File: config.mk
export PLATFORM = sky130hd
export DESIGN_NAME = fibonacci_gen_flat
export DESIGN_NICKNAME = d
export VERILOG_FILES = /design/src/rtl/fibonacci_pkg.sv /design/src/rtl/fibonacci_gen_if.sv /design/src/rtl/fibonacci_gen.sv /design/src/flat_wrapper.sv
export SDC_FILE = /design/constraint.sdc
export NUM_CORES = 1
export LEC_CHECK = 0
export CAP_MARGIN = 20
export CORE_UTILIZATION = 50
export CTS_CLUSTER_SIZE = 30
export DETAILED_ROUTE_END_ITERATION = 10
export PLACE_DENSITY = 0.8
export SYNTH_ARGS = -nofsm -noshare
export SYNTH_HDL_FRONTEND = slang
export SYNTH_SLANG_ARGS = --single-unit
File: constraint.sdc
create_clock -name clk -period 2.8 [get_ports clk]
set_input_delay 0.56 -clock clk [delete_from_list [all_inputs] [get_ports clk]]
set_output_delay 0.56 -clock clk [all_outputs]
set_load 0.1 [all_outputs]
File: src/rtl/fibonacci_pkg.sv
// Shared types and sizing helpers for the Fibonacci generator.
package fibonacci_pkg;

  typedef enum logic {
    IDLE = 1'b0,
    CALC = 1'b1
  } fib_state_t;

  localparam int FIB_WIDTH = 64;
  localparam int FIB_IDX_W = 7;

  // Largest n with F(n) < 2^width. Walks the sequence until it reaches 2^width.
  // Wide scratch registers keep the walk exact up to 128-bit results.
  function automatic int fib_max_index(input int width);
    logic [129:0] lim;
    logic [129:0] f_prev;
    logic [129:0] f_cur;
    logic [129:0] f_tmp;
    int           n;
    lim    = 130'd1 << width;
    f_prev = '0;
    f_cur  = 130'd1;
    n      = 1;
    while (f_cur < lim) begin
      f_tmp  = f_prev + f_cur;
      f_prev = f_cur;
      f_cur  = f_tmp;
      n      = n + 1;
    end
    return n - 1;
  endfunction

endpackage

File: src/rtl/fibonacci_gen_if.sv
// Request/response bundle between a requester and the Fibonacci generator.
interface fibonacci_gen_if
  import fibonacci_pkg::*;
#(
  parameter int WIDTH = FIB_WIDTH,
  parameter int IDX_W = FIB_IDX_W
);

  logic [IDX_W-1:0] index;
  logic             valid;
  logic             ready;
  logic [WIDTH-1:0] number;
  logic             overflow;
  logic             number_valid;

  modport master (
    output index, valid,
    input  ready, number, overflow, number_valid
  );

  modport slave (
    input  index, valid,
    output ready, number, overflow, number_valid
  );

endinterface

File: src/rtl/fibonacci_gen.sv
// Iterative forward Fibonacci generator: index in, F(index) out, one add per cycle.
// Optional result cache of the last delivered in-range pair: define FIB_GEN_CACHE_EN.
//
// state | meaning
// IDLE  | ready for a request; 0, 1, out-of-range (and cache hits) answered here
// CALC  | stepping a/b until cnt reaches the requested index
module fibonacci_gen
  import fibonacci_pkg::*;
#(
  parameter int WIDTH     = FIB_WIDTH,
  parameter int IDX_W     = FIB_IDX_W,
  parameter int MAX_INDEX = 93
) (
  input  logic          clk,
  input  logic          rst_n,
  fibonacci_gen_if.slave bus
);

  if (MAX_INDEX != fib_max_index(WIDTH)) begin : g_bad_max_index
    $error("fibonacci_gen: MAX_INDEX does not match fib_max_index(WIDTH)");
  end

  fib_state_t       state, state_nxt;
  logic [WIDTH-1:0] a, a_nxt;
  logic [WIDTH-1:0] b, b_nxt;
  logic [IDX_W-1:0] cnt, cnt_nxt;
  logic [IDX_W-1:0] idx_reg, idx_reg_nxt;
  logic [WIDTH-1:0] number_q, number_nxt;
  logic             overflow_q, overflow_nxt;
  logic             nvalid_q, nvalid_nxt;

`ifdef FIB_GEN_CACHE_EN
  logic             cache_vld, cache_vld_nxt;
  logic [IDX_W-1:0] cache_idx, cache_idx_nxt;
  logic [WIDTH-1:0] cache_val, cache_val_nxt;
`endif

  assign bus.ready        = (state == IDLE);
  assign bus.number       = number_q;
  assign bus.overflow     = overflow_q;
  assign bus.number_valid = nvalid_q;

  // Next-state and datapath decode; everything holds unless a branch says otherwise.
  always_comb begin
    state_nxt    = state;
    a_nxt        = a;
    b_nxt        = b;
    cnt_nxt      = cnt;
    idx_reg_nxt  = idx_reg;
    number_nxt   = number_q;
    overflow_nxt = overflow_q;
    nvalid_nxt   = 1'b0;
`ifdef FIB_GEN_CACHE_EN
    cache_vld_nxt = cache_vld;
    cache_idx_nxt = cache_idx;
    cache_val_nxt = cache_val;
`endif
    case (state)
      IDLE: begin
        if (bus.valid) begin
          if (bus.index == '0) begin
            number_nxt   = '0;
            overflow_nxt = 1'b0;
            nvalid_nxt   = 1'b1;
          end else if (bus.index == IDX_W'(1)) begin
            number_nxt   = WIDTH'(1);
            overflow_nxt = 1'b0;
            nvalid_nxt   = 1'b1;
          end else if (int'(bus.index) > MAX_INDEX) begin
            number_nxt   = '0;
            overflow_nxt = 1'b1;
            nvalid_nxt   = 1'b1;
`ifdef FIB_GEN_CACHE_EN
          // Only in-range n >= 2 is ever cached, so a hit needs no range test.
          end else if (cache_vld && (bus.index == cache_idx)) begin
            number_nxt   = cache_val;
            overflow_nxt = 1'b0;
            nvalid_nxt   = 1'b1;
`endif
          end else begin
            idx_reg_nxt = bus.index;
            a_nxt       = WIDTH'(1);
            b_nxt       = WIDTH'(1);
            cnt_nxt     = IDX_W'(2);
            state_nxt   = CALC;
          end
        end
      end
      CALC: begin
        if (cnt == idx_reg) begin
          number_nxt   = b;
          overflow_nxt = 1'b0;
          nvalid_nxt   = 1'b1;
          a_nxt        = WIDTH'(1);
          b_nxt        = WIDTH'(1);
          cnt_nxt      = IDX_W'(2);
          state_nxt    = IDLE;
`ifdef FIB_GEN_CACHE_EN
          cache_vld_nxt = 1'b1;
          cache_idx_nxt = idx_reg;
          cache_val_nxt = b;
`endif
        end else begin
          // b holds F(cnt); the add cannot wrap while n stays within MAX_INDEX.
          a_nxt   = b;
          b_nxt   = a + b;
          cnt_nxt = cnt + IDX_W'(1);
        end
      end
      default: state_nxt = IDLE;
    endcase
  end

  // State register.
  always_ff @(posedge clk or negedge rst_n) begin
    if (!rst_n) begin
      state <= IDLE;
    end else begin
      state <= state_nxt;
    end
  end

  // Datapath and output registers.
  always_ff @(posedge clk or negedge rst_n) begin
    if (!rst_n) begin
      a          <= WIDTH'(1);
      b          <= WIDTH'(1);
      cnt        <= IDX_W'(2);
      idx_reg    <= '0;
      number_q   <= '0;
      overflow_q <= 1'b0;
      nvalid_q   <= 1'b0;
    end else begin
      a          <= a_nxt;
      b          <= b_nxt;
      cnt        <= cnt_nxt;
      idx_reg    <= idx_reg_nxt;
      number_q   <= number_nxt;
      overflow_q <= overflow_nxt;
      nvalid_q   <= nvalid_nxt;
    end
  end

`ifdef FIB_GEN_CACHE_EN
  // Last delivered in-range result; invalid after reset.
  always_ff @(posedge clk or negedge rst_n) begin
    if (!rst_n) begin
      cache_vld <= 1'b0;
      cache_idx <= '0;
      cache_val <= '0;
    end else begin
      cache_vld <= cache_vld_nxt;
      cache_idx <= cache_idx_nxt;
      cache_val <= cache_val_nxt;
    end
  end
`endif

endmodule

File: src/flat_wrapper.sv
// flat-port wrapper written by rule: the top's interface ports become plain ports
module fibonacci_gen_flat import fibonacci_pkg::*;
#(
  parameter int WIDTH     = FIB_WIDTH,
  parameter int IDX_W     = FIB_IDX_W,
  parameter int MAX_INDEX = 93
)
  (clk, rst_n, bus_index, bus_valid, bus_ready, bus_number, bus_overflow, bus_number_valid);
  fibonacci_gen_if #(.WIDTH(WIDTH), .IDX_W(IDX_W)) bus_i ();
  input  logic clk;
  input  logic rst_n;
  input wire logic [$bits(bus_i.index)-1:0] bus_index;
  input wire logic [$bits(bus_i.valid)-1:0] bus_valid;
  output wire logic [$bits(bus_i.ready)-1:0] bus_ready;
  output wire logic [$bits(bus_i.number)-1:0] bus_number;
  output wire logic [$bits(bus_i.overflow)-1:0] bus_overflow;
  output wire logic [$bits(bus_i.number_valid)-1:0] bus_number_valid;
  assign bus_i.index = bus_index;
  assign bus_i.valid = bus_valid;
  assign bus_ready = bus_i.ready;
  assign bus_number = bus_i.number;
  assign bus_overflow = bus_i.overflow;
  assign bus_number_valid = bus_i.number_valid;
  fibonacci_gen #(.WIDTH(WIDTH), .IDX_W(IDX_W), .MAX_INDEX(MAX_INDEX)) u_core (.clk(clk), .rst_n(rst_n), .bus(bus_i));
endmodule
==> results of run 1 <==
## repair_timing
action	CTS	global route
setup buffers	7	13
pin swaps	9	46
gates cloned	0	0
endpoints found under the setup margin	27	37
resized for setup	30	92
## through the flow
step / setup WS, ns / cell area (sq um) / utilization [%]
after CTS: -0.111 / 14900 / 65.2
after detailed placement: -0.164 / 13900 / 60.8
final: -0.182 / 15500 / 67.4
after global routing: -0.230 / 15500 / 67.4
after global placement: -0.0791 / 13900 / 60.8
after floorplan: -0.0145 / 11900 / -
## logic make-up (layout without fill, tap and decap cells)
group / Yosys count / count (layout)
AND/OR/NAND/NOR: 420 / 420
XOR/XNOR: 57 / 57
flip-flops: 209 / 209
multiplexers: 9 / 9
AO/OA/AOI/OAI: 436 / 436
adder cells (fa/ha/maj): 65 / 65
buffers and inverters: 100 / 328
## routing by layer
metal  part of all wire [%]  wire length (microns)  vias to the layer above  track usage (%)
met2                     48                  15700                      333             43.4
met3                    5.3                   1710                       71             3.72
met5                      0                      0                        -                0
li1                       -                      -                     5111                -
met1                     43                  14100                     5202             35.4
met4                    2.8                    919                        0             8.78
## placed cells by master (no fill, tap or decap), types with 10 or more instances in the layout
| cell type | n |
|---|---|
| buf_4 | 240 |
| nand2_1 | 231 |
| dfrtp_1 | 205 |
| o21ai_0 | 133 |
| a22o_1 | 71 |
| a21oi_1 | 64 |
| nor2_1 | 47 |
| ha_1 | 47 |
| nand4_1 | 33 |
| xnor2_1 | 28 |
| a21o_1 | 28 |
| xor2_1 | 25 |
| clkbuf_16 | 24 |
| nand3_1 | 20 |
| a21oi_2 | 18 |
| inv_1 | 16 |
| o21ai_1 | 16 |
| ha_4 | 14 |
| and3_1 | 13 |
| o21a_1 | 10 |
| o21bai_1 | 10 |
## cell type report
| type | count | area, sq um | share of cell area, % |
|---|---|---|---|
| Multi-Input combinational cell | 987 | 6750 | 43.7 |
| Sequential cell | 209 | 5240 | 33.9 |
| Timing Repair Buffer | 267 | 2180 | 14.1 |
| Clock buffer | 35 | 712 | 4.61 |
| Tap cell | 313 | 392 | 2.53 |
| Clock inverter | 9 | 119 | 0.769 |
| Inverter | 17 | 63.8 | 0.413 |
## worst max-delay path, delay by kind of cell (launching register included)
kind	cells	cell delay [ns]
simple gates	4	0.76
compound gates	5	1.18
flops	1	0.40
buf+inv	1	0.15
fa+ha+maj	1	0.39
## path summary, 6_finish.rpt
kind / slack (ns) / start / to / cells after the start
max: -0.18 / u_core.b[9] / u_core.b[60] / 11
min: 0.03 / rst_n / u_core.bus.number[52] / 1
max reg2reg: -0.18 / u_core.b[9] / u_core.b[60] / 11
min reg2reg: 0.48 / u_core.bus.number[18] / u_core.bus.number[18] / 2
max in group asynchronous: 1.95 / rst_n / u_core.bus.number[8] / 2
min in group clk: 0.48 / u_core.bus.number[18] / u_core.bus.number[18] / 2
==> flow_summary.toml, run 1 <==
[sta]
finalHoldViolations = 0
slew_headroom_pct = 47.4
final_max_slew_viol_count = 0
finalSetupViolCount = 14
min_period_ns = 2.98
tightest_slew_ns = 0.784
setup_tns_ns = -1.07
finClkSkew_ns = 0.0228
fin_ws_ns = -0.182
whs_ns = 0.0314
rsz0062_at_grt = "true"
fmaxAchievable_mhz = 335
fin_crit_sh_pct = 107

[cells_and_area]
nFillCells = 1732
layout-drive-gt1-share_pct = 26.9
final_cells = 1837
num_antenna_cells = 0
nets = 1581
area_delta_synth_final_pct = 30.3

[yosys]
synth.area.mux_share_pct = 0.834
async_flop_share_pct = 100
yosysWarnings = 0
syn_inst = 1296
synthSimpleGateAreaFrac_pct = 16.1
synth_top_area_share_pct = 43.5
synth-adder-area-share_pct = 6.92
ys_types = 74
synthXorXnorAreaFrac_pct = 4.21
avgSynthCellArea_sq_um = 9.15
synth_edf_count = 0
yosysMostFrequentCell = "nand2_1"
syn_area_sq_mm = 0.0119
synth_ff_type = "dfrtp_1"
synth_top_family_by_area = "compound AO/OA/AOI/OAI gates"
synthTopCellsByCount = "nand2_1 (234), dfrtp_1 (206), o21ai_0 (151), a21oi_1 (81), a22o_1 (71)"
synthesis.nets = 1371
synth_top_area_cell = "dfrtp_1"
synthTopCellsByArea = "dfrtp_1 (43%), nand2_1 (7.4%), ha_1 (6.8%)"
synth_seq_area_share_pct = 44.1
synth_compound_area_share_pct = 24.1
ys_ff_latch = 209

[place]
io_buffers = 76
place_congestion = 0.911
place_hpwl_microns = 22000
placed_cells_incl_taps = 1775

[floorplanning]
initial_core_util_pct = 51.7
die-area_sq_mm = 0.0243
rows = 55
die_w_microns = 156
core_area_sq_mm = 0.0229
ios = 77
die_h_microns = 156

[cts]
clkSlewWorstSetupHoldPaths_ns = 0.06
hold_buffers = 0
cts_made_buffers = 24
cts.path.max_buffers = 3
cts.sinks = 209
cts_tree = "done"
cts_root_buffer = "clkbuf_16"
clock_latency_ns = 0.54
h-tree-depth = 1

[worst_hold_path]
hp-class = "primary input to asynchronous set/reset pin"

[critical_path]
crit_fanout = 4
slowest_stage = "dfrtp_1"
startpoint_type = "register"
worstPathRequired_ns = 3.23
endpoint_kind = "register"
cp_slowest_stage_delay_ns = 0.40
worstSetupPathType = "register to register"
crit_chain = "ha_1, nand3_2, o211ai_1, a21oi_2, o31ai_4, buf_6, and2_4, a2111o_1, and3_4, or3_1, a32o_1"
cp.arrival_ns = 3.41

[grt]
antenna_found_initial = 0
track_usage_pct = 26.3
overflow = 0
grt_start_max_net_pins = 79
grt_pass1_wl_microns = 52100
grt_pass1_vias = 10600

[routing]
drc = 0
num_vias = 10700
dr.pass1.iters = 5
wl_microns = 32400
wire_per_inst_microns = 17.6
routed_via_density = 5.83
detail_route.iter0.violations = 714
antenna_left = 0

[flow_run]
cap_violations = 0

[run_status]
status = "finished, violations left"
violations = "setup timing"
Power of run 1 is not shown: default switching activity piles up to over one toggle a cycle in this logic, so the estimate is an artifact.
==> run 2, diff against run 1 <==
--- a/config.mk
+++ b/config.mk
@@ -6,9 +6,11 @@
 export NUM_CORES = 1
 export LEC_CHECK = 0
 export CAP_MARGIN = 20
+export CORE_MARGIN = 8
 export CORE_UTILIZATION = 50
 export CTS_CLUSTER_SIZE = 30
 export DETAILED_ROUTE_END_ITERATION = 10
+export GPL_TIMING_DRIVEN = 1
 export PLACE_DENSITY = 0.8
 export SYNTH_ARGS = -nofsm -noshare
 export SYNTH_HDL_FRONTEND = slang
==> run 2 against run 1 <==
  * The run still ends with setup timing left
  * Critical path depth rose by 2
  * Global-route usage fell by 4.8 points
  * Wire length down 0.58%
  * Fmax is 3.2% higher
  * Die area rose by 19%
  * Non-clock buffer count is 7 lower
  * Sequential share of layout area up 0.55 points
  * Final area down 1.6%
==> flow_summary.toml, run 2 (synthesis results as in run 1) <==
[critical_path]
worstPathRequired_ns = 3.26
worstSetupPathType = "register to register"
cp.arrival_ns = 3.35
startpoint_type = "register"
rr_worst_depth = 13
reg2reg_to = "u_core.b[62]"
r2r_setup_slack_ns = -0.09
critPathLaunch = "u_core.b[0]"
r2r_start = "u_core.b[0]"
endpoint_kind = "register"
crit_fanout = 5

[cells_and_area]
nets = 1574
nFillCells = 1878
area_delta_synth_final_pct = 28.3
fin_util_pct = 65.0
num_antenna_cells = 0
final_common_cell = "buf_4"
final_cell_mix = "buf_4 (242), nand2_1 (233), dfrtp_1 (205)"
layout-drive-gt1-share_pct = 26.0

[sta]
fin_crit_sh_pct = 103
tightest_slew_ns = 0.799
finClkSkew_ns = 0.0103
finalHoldViolations = 0
whs_ns = 0.0650
rsz0062_at_grt = "true"
min_period_ns = 2.89
fmaxAchievable_mhz = 346
slew_headroom_pct = 46.6
finalSetupViolCount = 4
fin_ws_ns = -0.0895
final_max_slew_viol_count = 0

[cts]
cts.path.max_buffers = 3
cts_made_buffers = 24
cts.sinks = 209
cts_tree = "done"
h-tree-depth = 1
cts_root_buffer = "clkbuf_16"
clock_latency_ns = 0.52
clkSlewWorstSetupHoldPaths_ns = 0.06
hold_buffers = 0

[grt]
grt_start_max_net_pins = 79
antenna_found_initial = 0
track_usage_pct = 21.5
grt_pass1_wl_microns = 52100
overflow = 0
grt_pass1_vias = 10500

[routing]
num_vias = 10700
drc = 0
wl_microns = 32200
wire_per_inst_microns = 17.6
antenna_left = 0
dr.pass1.iters = 6
routed_via_density = 5.82
detail_route.iter0.violations = 951

[floorplanning]
die_w_microns = 170
die-area_sq_mm = 0.0289
rows = 56
core_area_sq_mm = 0.0234
initial_core_util_pct = 50.7
die_h_microns = 170
ios = 77

[place]
dp_slack_ns = -0.159
io_buffers = 76
place_hpwl_microns = 22200
place_congestion = 0.937

[flow_run]
cap_violations = 0

[worst_hold_path]
hp-class = "primary input to asynchronous set/reset pin"

[run_status]
status = "finished, violations left"
violations = "setup timing"
-- run 2: cell types whose count changed in the layout (fill, tap and decap cells not counted), sizes merged --
cell / delta
buf: -7
clkinvlp: -2
bufinv: -1
-- run 2: what timing repair did --
| action | 4_1_cts | 5_1_grt |
|---|---|---|
| buffers inserted | 4 | 10 |
| pin swaps | 9 | 23 |
| setup endpoints to repair | 23 | 37 |
| gates resized for setup | 22 | 72 |
-- run 2: how the worst max path moves through the flow --
stage,endpoint,slack (ns),cells past startpoint
2_1_floorplan,u_core.b[58],-0.01,12
3_3_place_gp,u_core.b[60],-0.1,13
3_5_place_dp,u_core.b[54],-0.16,14
4_1_cts,u_core.b[58],-0.07,13
5_1_grt,u_core.b[62],-0.23,13
6_report,u_core.b[62],-0.09,13
-- run 2: metal layers --
layer  vias up  GRT usage (%)  share of wire [%]
met5         -              0                  0
met4         0           5.45                2.4
met3        71           3.48                5.9
met2       361           35.8                 47
met1      5158           28.9                 44
li1       5087              -                  -
-- run 2: layout make-up --
type	count	area, sq um	area share (%)
clock buffers	35	733	4.82
flip-flops and latches	209	5240	34.4
inverters	17	63.8	0.420
repair buffers	260	2070	13.6
multi-input cells	987	6640	43.7
well taps	319	399	2.63
clock inverters	6	61.3	0.403
-- run 2: metrics by stage --
step | instance area (sq um) | setup TNS [ns] | instances
after floorplan | 11900 | -0.0145 | 1296
after global placement | 13900 | -0.354 | 1779
after detailed placement | 13900 | -1.22 | 1779
after CTS | 14800 | -0.209 | 1824
after global routing | 15200 | -2.06 | 1833
final | 15200 | -0.248 | 1833
-- run 2: critical path, cell delays in order (launching register included) --
cell and delay [ns]:
dfstp_2 0.55, ha_4 0.14, inv_2 0.04, fa_2 0.34
nand2b_4 0.16, a21oi_4 0.16, o31ai_4 0.08, o31ai_2 0.18
buf_4 0.19, a31oi_4 0.13, o21ai_4 0.20, nand4_1 0.15
a2111o_1 0.42, nand3_2 0.08
Power of run 2 is left out for the same reason.
==> run 3, diff against run 2 <==
--- a/config.mk
+++ b/config.mk
@@ -6,12 +6,14 @@
 export NUM_CORES = 1
 export LEC_CHECK = 0
 export CAP_MARGIN = 20
+export CELL_PAD_IN_SITES_DETAIL_PLACEMENT = 1
+export CELL_PAD_IN_SITES_GLOBAL_PLACEMENT = 2
 export CORE_MARGIN = 8
-export CORE_UTILIZATION = 50
+export CORE_UTILIZATION = 34
 export CTS_CLUSTER_SIZE = 30
 export DETAILED_ROUTE_END_ITERATION = 10
 export GPL_TIMING_DRIVEN = 1
-export PLACE_DENSITY = 0.8
+export PLACE_DENSITY = 0.84
 export SYNTH_ARGS = -nofsm -noshare
 export SYNTH_HDL_FRONTEND = slang
 export SYNTH_SLANG_ARGS = --single-unit
==> run 3 against run 2 <==
  * The run still ends with setup timing left
  * Fmax decreased by 0.66%
  * Non-clock buffer count is 33 higher
  * First-iteration DRC count is 39% lower
  * Worst hold slack improved by 0.41 ns
  * Clock skew grew 0.0022 ns
  * Largest cell class unchanged
==> flow_summary.toml, run 3 (synthesis results as in run 1) <==
[cells_and_area]
area_delta_synth_final_pct = 32.1
num_antenna_cells = 0
final_common_cell = "buf_4"
nFillCells = 3932
layout-drive-gt1-share_pct = 27.7
nets = 1607
final_cells = 2003
final_cell_mix = "buf_4 (272), nand2_1 (231), dfrtp_1 (205)"

[cts]
cts_root_buffer = "clkbuf_16"
cts_made_buffers = 24
clock_latency_ns = 0.53
clkSlewWorstSetupHoldPaths_ns = 0.06
cts.path.max_buffers = 3
h-tree-depth = 1
cts.sinks = 209
cts_tree = "done"

[grt]
grt_pass1_wl_microns = 61500
grt_start_max_net_pins = 81
grt_pass1_vias = 11600
track_usage_pct = 17.7
overflow = 0
antenna_found_initial = 0

[routing]
num_vias = 10600
dr.pass1.iters = 5
wl_microns = 37100
wire_per_inst_microns = 18.5
detail_route.iter0.violations = 582
routed_via_density = 5.30
drc = 0
antenna_left = 0

[floorplanning]
die_w_microns = 203
die-area_sq_mm = 0.0411
initial_core_util_pct = 34.4
rows = 68
core_area_sq_mm = 0.0345
ios = 77
die_h_microns = 203

[sta]
tightest_slew_ns = 0.772
fin_crit_sh_pct = 104
slew_headroom_pct = 48.1
rsz0062_at_grt = "true"
finalHoldViolations = 0
finalSetupViolCount = 4
final_max_slew_viol_count = 0
finClkSkew_ns = 0.0125
min_period_ns = 2.91
fin_ws_ns = -0.109
fmaxAchievable_mhz = 344

[critical_path]
startpoint_type = "register"
r2r_start = "u_core.b[7]"
critPathLaunch = "u_core.b[7]"
crit_fanout = 4
endpoint_kind = "register"
worstSetupPathType = "register to register"
worstPathRequired_ns = 3.21
cp.arrival_ns = 3.32

[worst_hold_path]
worstHoldStart = "u_core.bus.number[24]"
hp-class = "register to register"

[run_status]
violations = "setup timing"
status = "finished, violations left"

[place]
io_buffers = 76
placed_cells_incl_taps = 1946
place_congestion = 0.859
place_hpwl_microns = 26800

[flow_run]
cap_violations = 0
run 3: cell types whose count changed in the layout (fill, tap and decap cells not counted), moves of 3 or more:
cell,delta
buf_4,+30
o21ai_1,+4
nor3_1,-3
nor3_2,+3
run 3: worst paths after layout:
check | to | slack (ns) | cells after the start
max | u_core.b[60] | -0.11 | 11
min | u_core.bus.number[24] | 0.48 | 2
max reg2reg | u_core.b[60] | -0.11 | 11
min reg2reg | u_core.bus.number[24] | 0.48 | 2
max in group asynchronous | u_core.bus.number[36] | 1.47 | 3
min in group asynchronous | u_core.bus.number[0] | 0.55 | 2
run 3: final cells by class:
type / instances / area, sq um / area share (%)
clock buffers: 35 / 713 / 4.55
clock inverters: 7 / 91.3 / 0.583
inverters: 17 / 63.8 / 0.408
multi-input cells: 987 / 6650 / 42.4
flip-flops and latches: 209 / 5240 / 33.4
well taps: 455 / 569 / 3.64
repair buffers: 293 / 2340 / 14.9
run 3: what timing repair did:
item,CTS,global route
hold buffers,1,0
resized for setup,33,68
pin swaps,7,20
buffers inserted,5,9
setup endpoints to repair,30,130
endpoints found under the hold margin,40,0
run 3: through the flow:
step                      TNS, ns  hold slack [ns]  utilization [%]  area [sq um]  setup WS (ns)
after detailed placement    -5.27            0.472             41.6         14300         -0.181
after global routing        -2.15            0.512             45.4         15700         -0.229
final                      -0.254            0.477             45.4         15700         -0.109
after floorplan           -0.0145            0.264                -         11900        -0.0145
after CTS                  -0.339            0.486             44.4         15300         -0.115
after global placement      -1.00            0.465             41.6         14300         -0.139
run 3: critical path: stages, from the launching register on:
cell and delay (ns):
dfrtp_1 0.38, ha_1 0.32, a21oi_2 0.18, o211ai_1 0.12, a21oi_1 0.21, o31ai_2 0.09, buf_4 0.16, and2_2 0.18
a2111o_1 0.39, and3_4 0.18, or3_1 0.32, a32o_1 0.28
run 3: metal layers:
layer,GRT usage (%),up-vias,wire length [microns]
met2,30.4,103,18200
met3,2.14,45,858
met4,4.12,0,647
met1,23.6,5334,17400
li1,-,5135,-
met5,0,-,0
Power of run 3 is left out for the same reason.
